[src/rtl/exp_vend_pkg.sv]
// exp_vend shared types and fixed coin/price constants.
// Optional sales counter is enabled with VEND_SALES_CNT_EN.
package exp_vend_pkg;

    typedef enum logic [2:0] {
        IDLE     = 3'd0,
        C5       = 3'd1,
        C10      = 3'd2,
        VEND     = 3'd3,
        VEND_CHG = 3'd4
    } state_t;

    localparam logic [4:0] PRICE  = 5'd15;
    localparam logic [4:0] COIN5  = 5'd5;
    localparam logic [4:0] COIN10 = 5'd10;
    localparam logic [4:0] CHANGE = 5'd5;

    function automatic logic [4:0] base_credit(state_t s);
        logic [4:0] c;
        c = 5'd0;
        case (s)
            C5:      c = COIN5;
            C10:     c = COIN10;
            default: c = 5'd0;
        endcase
        return c;
    endfunction

endpackage

[src/rtl/exp_vend.sv]
// Moore vending controller: 15-unit item, 5/10 coins, 5 change.
// Define VEND_SALES_CNT_EN to add the sales_cnt output.
module exp_vend
    import exp_vend_pkg::*;
(
    input  logic       clk,
    input  logic       reset,
    input  logic       rs5,
    input  logic       rs10,
    output logic       rs5out,
    output logic       item1
`ifdef VEND_SALES_CNT_EN
    ,
    output logic [7:0] sales_cnt
`endif
);

    state_t     state;
    state_t     next;
    logic [4:0] coin;
    logic [4:0] total;
    logic       legal;

    always_comb begin
        coin  = 5'd0;
        total = 5'd0;
        legal = 1'b0;
        next  = IDLE;
        // rs10 wins when both sense lines are high
        if (rs10)
            coin = COIN10;
        else if (rs5)
            coin = COIN5;
        case (state)
            IDLE, C5, C10, VEND, VEND_CHG: legal = 1'b1;
            default:                       legal = 1'b0;
        endcase
        total = base_credit(state) + coin;
        if (!legal)
            next = IDLE;
        else if (total == PRICE + CHANGE)
            next = VEND_CHG;
        else if (total == PRICE)
            next = VEND;
        else if (total == COIN10)
            next = C10;
        else if (total == COIN5)
            next = C5;
        else
            next = IDLE;
    end

    always_ff @(posedge clk or negedge reset) begin
        if (!reset)
            state <= IDLE;
        else
            state <= next;
    end

    always_comb begin
        item1  = 1'b0;
        rs5out = 1'b0;
        case (state)
            VEND: begin
                item1 = 1'b1;
            end
            VEND_CHG: begin
                item1  = 1'b1;
                rs5out = 1'b1;
            end
            default: begin
                item1  = 1'b0;
                rs5out = 1'b0;
            end
        endcase
    end

`ifdef VEND_SALES_CNT_EN
    always_ff @(posedge clk or negedge reset) begin
        if (!reset)
            sales_cnt <= 8'd0;
        else if (next == VEND || next == VEND_CHG)
            sales_cnt <= sales_cnt + 8'd1;
    end
`endif

endmodule

[config.mk]
export PLATFORM = sky130hd
export DESIGN_NAME = exp_vend
export DESIGN_NICKNAME = d
export VERILOG_FILES = /design/src/rtl/exp_vend_pkg.sv /design/src/rtl/exp_vend.sv
export SDC_FILE = /design/constraint.sdc
export NUM_CORES = 1
export LEC_CHECK = 0
export CAP_MARGIN = 20
export CELL_PAD_IN_SITES_DETAIL_PLACEMENT = 2
export CELL_PAD_IN_SITES_GLOBAL_PLACEMENT = 2
export CORE_AREA = 10 10 47 49
export CTS_CLUSTER_DIAMETER = 60
export DETAILED_ROUTE_END_ITERATION = 8
export DIE_AREA = 0 0 57 59
export PLACE_DENSITY = 0.66
export RECOVER_POWER = 25
export SETUP_SLACK_MARGIN = 0.15
export SLEW_MARGIN = 10
export SYNTH_ARGS = -nofsm -noshare
export SYNTH_HDL_FRONTEND = slang
export SYNTH_SLANG_ARGS = --single-unit
[constraint.sdc]
create_clock -name clk -period 4.2 [get_ports clk]
set_clock_uncertainty 0.2 [all_clocks]
set_input_delay 0.63 -clock clk [delete_from_list [all_inputs] [get_ports clk]]
set_output_delay 0.63 -clock clk [all_outputs]
set_load 0.005 [all_outputs]
==> metrics.txt <==
Residual DRC 0; Max-Cap Viols 0; CTS Sinks 3; P_int 0.000116 W; Area Overhead vs Synth 37.9%; Crit path arrival time 2.46 ns; post_cts resized 0; Rows 14; largest family of logic cells by synthesized area simple AND/OR/NAND/NOR gates; Post-DP HPWL 573 µm; DRT iter0 DRCs 3; FF+latch count, synth 3; Slew HR 85.4%; First-pass DRT Iterations 2; sequential power share 25.3%; Starting Density 18.1%; Final WS setup 1.66 ns; placer congestion estimate 0.742; CTS max path bufs 2; Ports 6; port bufs 5; CTS tree built; WL/cell 13.1 µm; H-tree depth 1; most common cell after layout, fill and taps aside clkdlybuf4s50_1; required time of the critical path 4.12 ns; Post CTS Setup Buffer Count 0; synth unique cells 18; Nets 45; met3 track demand over resource 2.36%; Synth Area in Simple Gates 32.5%; vias in the first global route 302; GR peak layer met2; drt total wl 695 µm; Seq/Total Area, Yosys 29.6%; max incr delay on CP 0.50 ns; worst min path class primary input to async pin; grt ovf 0; pre-CTS setup slack 1.41 ns; chip height 59 µm; most numerous cell on the critical path xnor2_1; Antenna diodes 0; cells after synthesis 28; final period utilization 60.5%; kind of critical path primary input to flip-flop; RSZ-0062 raised after global routing false; M2 GR Usage 8.53%; Mapped Nets 35; initial antenna violation count 0; Largest regs state x3; synthesized area per cell 9.07 µm²; share of synthesized area spent on multiplexers 0%; final hold viol count 0; Sum Neg Setup Slack 0 ns; cts hold-fix bufs 0; Final min period 2.54 ns; Core Region 1400 µm²; CP Launch Type primary input; GRT Util Overall 5.36%; Top delay family on crit path adder cells; Via density 4.40; Biggest register state; Compound-Gate Fraction of Synth Area 5.42%; clk root buf clkbuf_4; Synth Area in XOR/XNOR 10.3%; DIE AREA 3360 µm²; Clk pwr share 27.8%; Power Density 532 nW/µm²; sw power 0.0000703 W; maximum vdd ir drop 0.0891 mV; most frequent cells in the layout clkdlybuf4s50_1, nor2_1, inv_1, clkbuf_4, dfrtp_1; Critical Path Slowest Stage Cell fa_1; CP Capture Type flip-flop; Pins Over Slew Limit 0; crit-path max FO 3; Net Sw Frac 37.7%; Worst Tran Pin Value 0.218 ns; status finished, final reports clean; Die Width 57 µm; power share of the combinational group 46.9%; worst skew pair latency 0.24 ns; largest net degree at the start of global routing 6; P_leak 0.160 nW; Post-Syn Area 254 µm²; met1 Use GR 4.76%; number of flip-flops in the largest register 3; fmax 0.393 GHz; adder-cell area share of the yosys netlist 17.7%; layout cells sized above 1 13.5%; clk slew on worst S/H paths 0.04 ns; Ys Warns 0; number of buffers created by CTS 3; Cell Chain, Critical Path clkdlybuf4s50_1, nor2b_1, ha_1, inv_1, fa_1, xnor2_1, xnor2_1, nor2_1; final setup violation count 0; DRT antenna net count 0; first-pass GRT wire length 1350 µm; Worst Path Buf+Inv 2; Via Count 233
[synth_stat cells (all sizes together)]
master  instances  area (µm²)
nor2            3        11.3
inv             3        11.3
nand3           1        5.00
ha              2        25.0
nand3b          1        7.51
dfrtp           3        75.1
xor2            1        8.76
fa              1        20.0
nand2           2        7.51
a21oi           1        8.76
nor3b           3        27.5
nor2b           1        6.26
nand2b          1        6.26
and3            1        6.26
o21ai           1        5.00
xnor2           2        17.5
nor3            1        5.00
[logic make-up after synthesis]
group | after synthesis
compound gates | 2
flops | 3
xor+xnor | 3
buf+inv | 3
fa+ha+maj | 3
simple gates | 14
[per-layer routing]
metal	up-vias	part of all wire [%]
li1	109	-
met1	112	40
met2	8	48
met3	4	6.8
met4	0	4.9
met5	-	0
[metrics by stage]
step	hold WS [ns]	util [%]	total power [W]	instance area [µm²]	std cells
global route	0.449	25.0	0.000209	350	53
CTS	0.374	25.0	0.000189	350	53
global placement	0.455	23.1	0.000129	324	49
finish	0.442	25.0	0.000186	350	53
floorplan	0.134	-	0.000109	254	28
detailed placement	0.523	23.1	0.000137	324	49
[power by group through the flow]
stage	Combinational [W]	Clock [W]	Sequential (W)
after floorplan	0.0000655	0	0.0000438
after global placement	0.0000831	0	0.0000459
after detailed placement	0.0000893	0	0.0000475
after CTS	0.0000898	0.0000525	0.0000472
after global routing	0.000103	0.0000560	0.0000498
final	0.0000874	0.0000518	0.0000471
[worst paths after layout]
path / slack, ns / startpoint / endpoint / cells after the start
min in group clk: 0.51 / state[2]$_DFF_PN0_ / state[1]$_DFF_PN0_ / 3
min: 0.44 / reset / state[2]$_DFF_PN0_ / 1
max reg2reg: 1.96 / state[1]$_DFF_PN0_ / state[0]$_DFF_PN0_ / 7
min reg2reg: 0.51 / state[2]$_DFF_PN0_ / state[1]$_DFF_PN0_ / 3
max in group asynchronous: 3.21 / reset / state[0]$_DFF_PN0_ / 1
max: 1.66 / rs10 / state[0]$_DFF_PN0_ / 8
[worst register-to-register path, delay by kind of cell (launching register included)]
family | cells | cell delay, ns
fa+ha+maj | 2 | 0.75
buf+inv | 1 | 0.07
xor+xnor | 2 | 0.37
flops | 1 | 0.43
simple gates | 2 | 0.30
[final cells by class]
| cell class | count | area, µm² |
|---|---|---|
| inverter | 3 | 11.3 |
| multi-input combinational | 22 | 168 |
| timing repair buffer | 5 | 50.0 |
| sequential | 3 | 75.1 |
| tap | 16 | 20.0 |
| clock buffer | 4 | 26.3 |
| fill | 176 | 1050 |
No activity file was read; power rests on OpenSTA's default activity.
